$ cat config.mk
export PLATFORM = sky130hd
export DESIGN_NAME = bit_scan_encoder
export DESIGN_NICKNAME = d
export VERILOG_FILES = /design/src/rtl/bit_scan_pkg.sv /design/src/rtl/prio_enc_lsb.sv /design/src/rtl/bit_scan_encoder.sv
export SDC_FILE = /design/constraint.sdc
export NUM_CORES = 1
export LEC_CHECK = 0
export ABC_CLOCK_PERIOD_IN_PS = 2400
export CORE_MARGIN = 2
export CORE_UTILIZATION = 54
export CTS_BUF_LIST = sky130_fd_sc_hd__clkbuf_16
export DETAILED_ROUTE_END_ITERATION = 10
export PLACE_DENSITY = 0.88
export SETUP_SLACK_MARGIN = 0.15
export SLEW_MARGIN = 20
export SYNTH_ARGS = -nofsm -noshare
export SYNTH_HDL_FRONTEND = slang
export SYNTH_HIERARCHICAL = 1
export SYNTH_SLANG_ARGS = --single-unit
$ cat constraint.sdc
create_clock -name clk -period 2.4 [get_ports clk]
set_input_delay 0.48 -clock clk [delete_from_list [all_inputs] [get_ports clk]]
set_output_delay 0.48 -clock clk [all_outputs]
set_load 0.01 [all_outputs]
$ cat src/rtl/bit_scan_pkg.sv
// Shared types and reference helpers for the bit-scan encoder.
package bit_scan_pkg;

  // Widest request vector the helpers are written for.
  localparam int MAX_N = 64;

  // Raw state encodings, kept as plain constants for legacy code that compares bits.
  localparam logic [0:0] ST_IDLE = 1'b0;
  localparam logic [0:0] ST_EMIT = 1'b1;

  typedef enum logic [0:0] {
    IDLE = ST_IDLE,
    EMIT = ST_EMIT
  } state_t;

  // Number of set bits in a (zero-extended) request vector.
  function automatic logic [6:0] popcount(input logic [MAX_N-1:0] vec);
    logic [6:0] cnt;
    cnt = '0;
    for (int i = 0; i < MAX_N; i++) begin
      cnt = cnt + 7'(vec[i]);
    end
    return cnt;
  endfunction

  // Index of the lowest set bit; 0 when the vector is empty.
  function automatic logic [5:0] lowest_set(input logic [MAX_N-1:0] vec);
    logic [5:0] pos;
    pos = '0;
    for (int i = MAX_N - 1; i >= 0; i--) begin
      if (vec[i]) pos = 6'(i);
    end
    return pos;
  endfunction

endpackage

$ cat src/rtl/prio_enc_lsb.sv
// Combinational lowest-set-bit priority encoder, built recursively from two
// halves where the lower half always wins, like the decoders compose.
module prio_enc_lsb #(
  parameter int N = 16,
  localparam int W = $clog2(N)
) (
  input  logic [N-1:0] vec,
  output logic [W-1:0] idx,
  output logic         any,
  output logic         single
);

  if (N == 2) begin : g_leaf
    assign idx    = ~vec[0];
    assign any    = vec[0] | vec[1];
    assign single = vec[0] ^ vec[1];
  end else begin : g_split
    logic [W-2:0] lo_idx;
    logic [W-2:0] hi_idx;
    logic         lo_any;
    logic         hi_any;
    logic         lo_single;
    logic         hi_single;

    prio_enc_lsb #(.N(N/2)) u_lo (
      .vec    (vec[N/2-1:0]),
      .idx    (lo_idx),
      .any    (lo_any),
      .single (lo_single)
    );

    prio_enc_lsb #(.N(N/2)) u_hi (
      .vec    (vec[N-1:N/2]),
      .idx    (hi_idx),
      .any    (hi_any),
      .single (hi_single)
    );

    assign any    = lo_any | hi_any;
    assign idx    = lo_any ? {1'b0, lo_idx} : {1'b1, hi_idx};
    // Exactly one bit overall: one in the lower half and none above, or none below.
    assign single = lo_any ? (lo_single & ~hi_any) : hi_single;
  end

endmodule

$ cat src/rtl/bit_scan_encoder.sv
// Sequential N-to-log2(N) encoder: captures a multi-hot vector and emits the
// index of every set bit, lowest first, one per output handshake.
module bit_scan_encoder #(
  parameter int N = 16,
  parameter int W = $clog2(N)
) (
  input  logic         clk,
  input  logic         rst,
  input  logic         in_valid,
  output logic         in_ready,
  input  logic [N-1:0] in_vec,
  output logic         out_valid,
  input  logic         out_ready,
  output logic [W-1:0] out_idx,
  output logic         out_last,
  output logic [W:0]   out_count
);
  import bit_scan_pkg::*;

  state_t         state;
  logic [N-1:0]   pending;
  logic [MAX_N-1:0] in_vec_wide;
  logic [W-1:0]   enc_idx;
  logic           enc_any;
  logic           enc_single;
  logic           emitting;

  prio_enc_lsb #(.N(N)) u_enc (
    .vec    (pending),
    .idx    (enc_idx),
    .any    (enc_any),
    .single (enc_single)
  );

  // Zero-extend the request so the shared popcount helper can be reused at any N.
  always_comb begin
    in_vec_wide          = '0;
    in_vec_wide[N-1:0]   = in_vec;
  end

  // Outputs come only from state and pending; idx/last are forced to 0 outside EMIT.
  always_comb begin
    emitting  = (state == EMIT);
    in_ready  = (state == IDLE);
    out_valid = emitting & enc_any;
    out_idx   = emitting ? enc_idx : '0;
    out_last  = emitting & enc_single;
  end

  // FSM, pending-bit register and captured popcount.
  always_ff @(posedge clk or posedge rst) begin
    if (rst) begin
      state     <= IDLE;
      pending   <= '0;
      out_count <= '0;
    end else begin
      case (state)
        IDLE: begin
          if (in_valid) begin
            pending   <= in_vec;
            out_count <= (W+1)'(popcount(in_vec_wide));
            if (in_vec != '0) state <= EMIT;
          end
        end
        EMIT: begin
          if (out_ready) begin
            // Clear the lowest set bit, which is the one just handed out.
            pending <= pending & (pending - 1'b1);
            if (enc_single) state <= IDLE;
          end
        end
        default: state <= IDLE;
      endcase
    end
  end

endmodule

Word level (Yosys, flattened, before mapping)
Index checks and enable logic that the tools add are counted.
- logic and storage cells: 96
- register bits after elaboration: 22
- mux-type cells: 23
- equal/unequal tests: 2
- add/subtract/negate cells: 16
- reductions and logical operators: 3
- bitwise gates (word level): 49
- operators with widths (kind ; number):
    $add A5 B1 Y5 ; 11
    $mux W16 ; 2
    $pmux W16 S2 ; 1
    $and A16 B16 Y16 ; 1
    $not A1 Y1 ; 16
    $reduce_bool A16 Y1 ; 1
    $sub A16 B1 Y16 const B ; 1
    $or A1 B1 Y1 ; 15
    $mux W1 ; 11
    $and A1 B1 Y1 ; 9
    $mux W2 ; 4
    $mux W4 ; 2
    $xor A1 B1 Y1 ; 8
    $mux W3 ; 2
    $add A4 B1 Y5 ; 1
    $add A3 B1 Y4 ; 1
    $ne A2 B2 Y1 const B ; 2
    $reduce_and A2 Y1 ; 2
    $add A2 B1 Y3 ; 1
    $add A1 B1 Y2 ; 1
    $pmux W1 S2 ; 1

Depth between registers and ports, before layout
Gate-level depths: netlist of the first run.
- depth in word-level cells: 15
- gate-level depth with buffers: 12
- gate-level depth less buffers: 12

Modules after synthesis
Netlist of the first run, hierarchy kept.
- modules (own cells, without submodules) (module ; cells each ; area an instance (sq um) ; instances):
    bit_scan_encoder ; 164 ; 1541.5 ; 1
    prio_enc_lsb at u_enc.g_split.u_hi.g_split.u_hi.g_split.u_hi ... ; 4 ; 23.8 ; 8
    prio_enc_lsb at u_enc.g_split.u_hi.g_split.u_hi ... ; 5 ; 37.5 ; 4
    prio_enc_lsb at u_enc.g_split.u_hi ... ; 6 ; 48.8 ; 2
    prio_enc_lsb at u_enc ; 7 ; 60.1 ; 1

Least setup slack after synthesis of the first run
OpenSTA, ideal clock, no wires.
- path kind: input to register
- from: in in_vec[0]
- to: reg out_count[4]
- path slack: -1.055 ns
- arrival: 3.372 ns
- stages: 12
- data required time: 2.317 ns
- buffers on the path: 0
- cell sequence: inv_1 -> fa_1 -> fa_1 -> fa_1 -> fa_1 -> inv_1 -> ha_1 -> inv_1 -> fa_1 -> nor2b_1 -> o21ai_0 -> o21ai_0
- cells in the longest elaborated chain, start to end: 15
- RTL lines (item ; RTL line ; text):
    start: declaration ; bit_scan_encoder.sv:11 ; input logic [N-1:0] in_vec,
    $add A1 B1 Y2 ; bit_scan_pkg.sv:21 ; cnt = cnt + 7'(vec[i]);
    $add A2 B1 Y3 ; bit_scan_pkg.sv:21 ;
    $add A3 B1 Y4 ; bit_scan_pkg.sv:21 ;
    $add A4 B1 Y5 ; bit_scan_pkg.sv:21 ;
    $add A5 B1 Y5 (11 in a row) ; bit_scan_pkg.sv:21 ;
    end signal: assignment ; bit_scan_encoder.sv:61 ; out_count <= (W+1)'(popcount(in_vec_wide));
    end: declaration ; bit_scan_encoder.sv:16 ; output logic [W:0] out_count
Every way passes these cells.
A chain may end at the register's enable or synchronous reset.

Final worst setup path of the first run
- from: in in_vec[11]
- to: reg out_count[1]
- cells in the longest elaborated chain, start to end: 5
- RTL lines (item ; RTL line):
    $add A5 B1 Y5 (5 in a row) ; bit_scan_pkg.sv:21
Every way passes these cells.

==> results.md, run 1 <==
* Outcome: complete, but fails checks
* Failing checks: setup timing
* CP arrival at 3.40 ns
* Min-delay src: out_count[2]$_DFFE_PP0P_
* Worst Hold Depth at 2
* Worst skew pair latency at 0.27 ns
* Count of non-filler cells in the finished layout at 384
* 1st-iter DRT viols at 143
* Synth area leader: dfrtp_1
* Total GRT Usage at 32.0%
* Hold-fix buffers at CTS at 0
* FMAX at 308 MHz
* Grt total ovfl at 0
* Fraction of layout instances using a drive strength above 1 at 44.9%
* Lkg Pwr at 1.60 nW
* DR pass1 iterations at 4
* Fin nets at 381
* Row count at 22
* Final HPWL DP at 4.27 mm
* Syn Nets at 279
* DR DRC count at 0
* Die area at 4280 um^2
* Worst Reg-to-Reg Cells at 12
* Crit path time final at 3.25 ns
* Synth Warn # at 6
* #FFs+latches synth at 22
* Synth area leaders: dfrtp_1, inv_1, fa_1
* EDFF count, synth at 0
* Via count at 2132
* Multi-input logic area at 1330 um^2
* Top cells by count, synth: inv_1, dfrtp_1, nand2_1
* Synth Cell Area at 2040 um^2
* Fin. Hold Viols at 0
* Slew Limit Fails at 0
* Sequential share of the synthesized area at 27.0%
* Final setup vio count at 10
* Worst-path fanout max at 2
* Top cell type's share of synthesized area at 27.0%
* Fin crit share at 135%
* DRT Wirelength at 6.71 mm
* Crit. End Element: register
* RR Endpoint: emitting$_DFF_PP0_
* CTS Buf Count at 3
* FF/Latch Area at 551 um^2
* Gpl congestion at 0.895
* H-tree Lvls at 1
* Count leader, synth: inv_1
* Area after DPL at 2770 um^2
* Effective utilization at floorplan at 56.1%
* Root Buffer: clkbuf_16
* Startpoint types: input port
* Setup ws final at -0.851 ns
* Prevailing post-synth register cell: dfrtp_1
* Worst R2R Setup Slack at 0.26 ns
* HP Class: reg -> reg
* Initial antenna violation count at 0
* Slew HR at 55.3%
* Syn avg cell area at 8.68 um^2
* Die height at 65.5 um
* Die W at 65.5 um
* Worst EP required at 2.55 ns
* First-pass GRT wire length at 10.3 mm
* WHS at 0.495 ns
* Netlist cell types at 46
* Routed length per instance at 17.5 um
* Clock skew at 0.00334 ns
* FFs w/ async S/R, synth at 100%
* Largest net degree at the start of global routing at 24
* Maxcap violations at 0
* Worst VDD drop at 0.879 mV
* Fill cell count at 192
* Tightest Pin Transition at 0.671 ns
* Post-DRT Antenna Nets at 0
* Post-route design area at 3140 um^2
* Min-Delay Endpoint: out_count[2]$_DFFE_PP0P_
* Placement-stage worst setup slack at -1.67 ns
* Ports at 32
* CTS clk-pin slew, worst paths at 0.06 ns
* Syn Inst Count at 235
* Core Util, Final at 86.3%
* Design Power at 4.41 mW
* TNS Setup at -4.86 ns
* RSZ-0062 raised after global routing: true
* Power per cell area at 1410 nW/um^2
* Placed cell count at 356
* Vias/cell at 5.55
* CTS tree: yes
* Area Growth Syn to Fin at 53.8%
* Reg-to-Reg Start: pending[0]$_DFFE_PP0P_
* PortBufs at 31
* WS Path Type: in -> reg
* Sink Count at 22
* Core ar. at 3630 um^2
* Vias in the first global route at 2205
* Antenna Cells at 0
* CTS max path bufs at 2
[sequential cells by signal, indices dropped and copies added (netlist names)]
name	cells
pending	16
out_count	5
emitting	1
[placed cells by master (no fill, tap or decap), drive strengths merged, types with 4 or more instances in the layout]
master / n
buf: 88
inv: 62
dfrtp: 22
nand2: 17
clkdlybuf4s50: 16
ha: 14
o21ai: 12
mux2: 11
fa: 10
a21oi: 7
or2: 7
and2: 6
or4: 5
nor2: 5
a22o: 5
nor4: 5
o22ai: 4
o2bb2ai: 4
[timing repair]
action                     in CTS  in global routing
setup endpoints to repair      11                 11
pin swaps                      19                 14
setup buffers                  15                  9
resized for setup             110                 17
[layout make-up]
type	instances	share of cell area (%)
flip-flops and latches	22	17.6
repair buffers	104	27.6
inverters	62	8.06
clock inverters	1	0.120
clock buffers	3	2.39
well taps	48	1.91
multi-input cells	144	42.4
[power breakdown]
group / switching, mW / leakage (nW) / total [mW] / internal, mW
clock: 0.148 / 0.0385 / 0.371 / 0.223
combinational: 1.50 / 1.28 / 3.38 / 1.88
sequential: 0.140 / 0.280 / 0.653 / 0.513
[logic make-up after synthesis]
family,Yosys count,synth area share (%)
flip-flops,22,27.0
XOR/XNOR,1,0.430
adder cells (fa/ha/maj),24,18.4
AND/OR/NAND/NOR,65,19.8
multiplexers,13,7.79
AO/OA/AOI/OAI,41,13.4
buffers and inverters,69,13.3
[worst max-delay path by stage]
stage	from	cells past startpoint	to
floorplan	in_vec[11]	10	out_count[3]$_DFFE_PP0P_
global placement	in_vec[11]	13	out_count[4]$_DFFE_PP0P_
detailed placement	in_vec[11]	13	out_count[4]$_DFFE_PP0P_
CTS	in_vec[1]	13	out_count[4]$_DFFE_PP0P_
global route	in_vec[11]	13	out_count[4]$_DFFE_PP0P_
finish	in_vec[11]	11	out_count[1]$_DFFE_PP0P_
[critical path, stage by stage]
cell and delay, ns:
buf_8 0.09, inv_8 0.03, fa_1 0.54, fa_1 0.46
fa_1 0.54, fa_1 0.42, inv_2 0.08, ha_4 0.13
inv_2 0.04, fa_2 0.54, o21ai_2 0.06
[layer usage]
layer | global-route usage, % | up-vias | part of all wire (%)
met5 | 0 | - | 0
met4 | 18.8 | 0 | 4.8
met3 | 4.11 | 31 | 5.8
met2 | 59.6 | 105 | 54
met1 | 34.4 | 1014 | 35
li1 | - | 982 | -
Power figures use the tool's default switching activity.
==> run 2: changes to the inputs <==
--- a/config.mk
+++ b/config.mk
@@ -11,7 +11,7 @@
 export CTS_BUF_LIST = sky130_fd_sc_hd__clkbuf_16
 export DETAILED_ROUTE_END_ITERATION = 10
 export PLACE_DENSITY = 0.88
-export SETUP_SLACK_MARGIN = 0.15
+export SETUP_SLACK_MARGIN = 0.2
 export SLEW_MARGIN = 20
 export SYNTH_ARGS = -nofsm -noshare
 export SYNTH_HDL_FRONTEND = slang
==> run 2 against run 1 <==
The flow still finishes with violations (setup timing). Flip-flop and latch count did not move. Final cell count did not move. Count of clock-buffer cells in the layout did not move. Critical path depth did not move. Setup slack got worse by 0.0063 ns. Sequential share of layout area barely moved. Hold slack got worse by 0.0015 ns. Critical path type unchanged. Cell area rose by 0.12%. Wire length rose by 3.6%. Utilization rose by 0.10 points. Power rose by 0.70%. Register-to-register slack barely moved.
==> results.md, run 2 (synthesized netlist as in run 1, its figures left out) <==
* 1st-iter DRT viols at 214
* Vias in the first global route at 2205
* CTS max path bufs at 2
* Setup ws final at -0.858 ns
* Fin nets at 381
* Total GRT Usage at 32.0%
* Clock skew at 0.00177 ns
* Startpoint types: input port
* RSZ-0062 raised after global routing: true
* Initial antenna violation count at 0
* Root Buffer: clkbuf_16
* Crit path time final at 3.26 ns
* TNS Setup at -4.89 ns
* Die W at 65.5 um
* H-tree Lvls at 1
* Outcome: complete, but fails checks
* Design Power at 4.44 mW
* Crit. End Element: register
* Core ar. at 3630 um^2
* CP arrival at 3.40 ns
* HP Class: reg -> reg
* Die area at 4280 um^2
* Lkg Pwr at 1.60 nW
* Worst EP required at 2.55 ns
* Worst skew pair latency at 0.26 ns
* Multi-input logic area at 1330 um^2
* Most common cell after layout, fill and taps aside: buf_4
* Slew HR at 73.4%
* Effective utilization at floorplan at 56.1%
* Antenna Cells at 0
* Hold-fix buffers at CTS at 0
* Gpl congestion at 0.895
* Area after DPL at 2770 um^2
* Fill cell count at 181
* DR DRC count at 0
* Failing checks: setup timing
* Setup crit start: in_vec[11]
* WHS at 0.493 ns
* Area Growth Syn to Fin at 54.0%
* DR pass1 iterations at 5
* Most flops, register: pending
* Ports at 32
* Worst-path fanout max at 2
* WS Path Type: in -> reg
* First-pass GRT wire length at 10.3 mm
* Max reg flops at 16
* Commonest non-fill, non-tap cells in the layout: buf_4, inv_1, inv_2
* FF/Latch Area at 552 um^2
* Sink Count at 22
* Fraction of layout instances using a drive strength above 1 at 45.8%
* CTS Buf Count at 3
* CTS tree: yes
* Fin. Hold Viols at 0
* Post-DRT Antenna Nets at 0
* Count of non-filler cells in the finished layout at 384
* Worst VDD drop at 0.844 mV
* CTS clk-pin slew, worst paths at 0.06 ns
* Largest net degree at the start of global routing at 24
* DRT Wirelength at 6.95 mm
* Fin crit share at 136%
* Reg-to-Reg Start: pending[0]$_DFFE_PP0P_
* Grt total ovfl at 0
* Via count at 2160
* Min-delay src: out_count[4]$_DFFE_PP0P_
* Row count at 22
* Placed cell count at 356
* PortBufs at 31
* Tightest Pin Transition at 0.398 ns
* Vias/cell at 5.63
* Routed length per instance at 18.1 um
* FMAX at 307 MHz
* Final HPWL DP at 4.27 mm
* Maxcap violations at 0
* Final setup vio count at 10
* Slew Limit Fails at 0
* Post-route design area at 3140 um^2
* Die height at 65.5 um
* Power per cell area at 1410 nW/um^2
## run 2: changes by cell type in the layout (fill, tap and decap cells not counted)
cell / change
nand2_1: -1
dfrtp_2: +1
nand2_2: +1
dfrtp_1: -1
inv_2: +1
inv_1: -1
## run 2: worst paths after layout
check / to / slack, ns / cells past startpoint
worst min-delay path: out_count[4]$_DFFE_PP0P_ / 0.49 / 2
min in group asynchronous: pending[0]$_DFFE_PP0P_ / 0.59 / 3
worst min register to register: out_count[4]$_DFFE_PP0P_ / 0.49 / 2
max in group asynchronous: emitting$_DFF_PP0_ / 1.56 / 3
worst max register to register: emitting$_DFF_PP0_ / 0.27 / 12
worst max-delay path: out_count[1]$_DFFE_PP0P_ / -0.86 / 11
## run 2: power breakdown
group	internal, mW	leakage, nW	switching, mW	total, mW
Combinational	1.89	1.28	1.51	3.40
Sequential	0.514	0.280	0.149	0.664
Clock	0.223	0.0385	0.151	0.374
Total	2.63	1.60	1.81	4.44
## run 2: metrics by stage
stage                     util [%]  setup WS [ns]
after global placement        76.2          -1.58
after CTS                     83.0         -0.932
final                         86.4         -0.858
after detailed placement      76.2          -1.67
after global routing          86.4         -0.932
after floorplan                  -         -0.921
## run 2: what timing repair did
action / CTS / global route
resized for setup: 110 / 20
setup buffers: 15 / 9
pin swaps: 19 / 15
cloned: 0 / 0
setup endpoints to repair: 11 / 13
## run 2: layout make-up
class / count / share of cell area (%)
sequential: 22 / 17.6
inverter: 62 / 8.05
clock buffer: 3 / 2.39
clock inverter: 1 / 0.120
multi-input combinational: 144 / 42.4
tap: 48 / 1.91
timing repair buffer: 104 / 27.5
## run 2: routing by layer
layer  track usage [%]  part of all wire (%)  vias to the layer above  wire [um]
li1                  -                     -                      976          -
met3              4.11                   5.8                       29        401
met4              18.8                   4.1                        0        285
met1              34.4                    37                     1036       2590
met2              59.6                    53                      119       3670
met5                 0                     0                        -          0
## run 2: worst max-delay path: stages
cell and delay, ns:
buf_8 0.09, inv_8 0.03, fa_1 0.54, fa_1 0.46, fa_1 0.54, fa_1 0.42, inv_2 0.08, ha_4 0.13
inv_2 0.04, fa_2 0.54, o21ai_2 0.06
==> run 3: changes to the inputs <==
--- a/config.mk
+++ b/config.mk
@@ -9,6 +9,7 @@
 export CORE_MARGIN = 2
 export CORE_UTILIZATION = 54
 export CTS_BUF_LIST = sky130_fd_sc_hd__clkbuf_16
+export CTS_CLUSTER_SIZE = 40
 export DETAILED_ROUTE_END_ITERATION = 10
 export PLACE_DENSITY = 0.88
 export SETUP_SLACK_MARGIN = 0.2
==> results of run 3 <==
No change in the layout: final DEF, timing and power equal those of run 2.
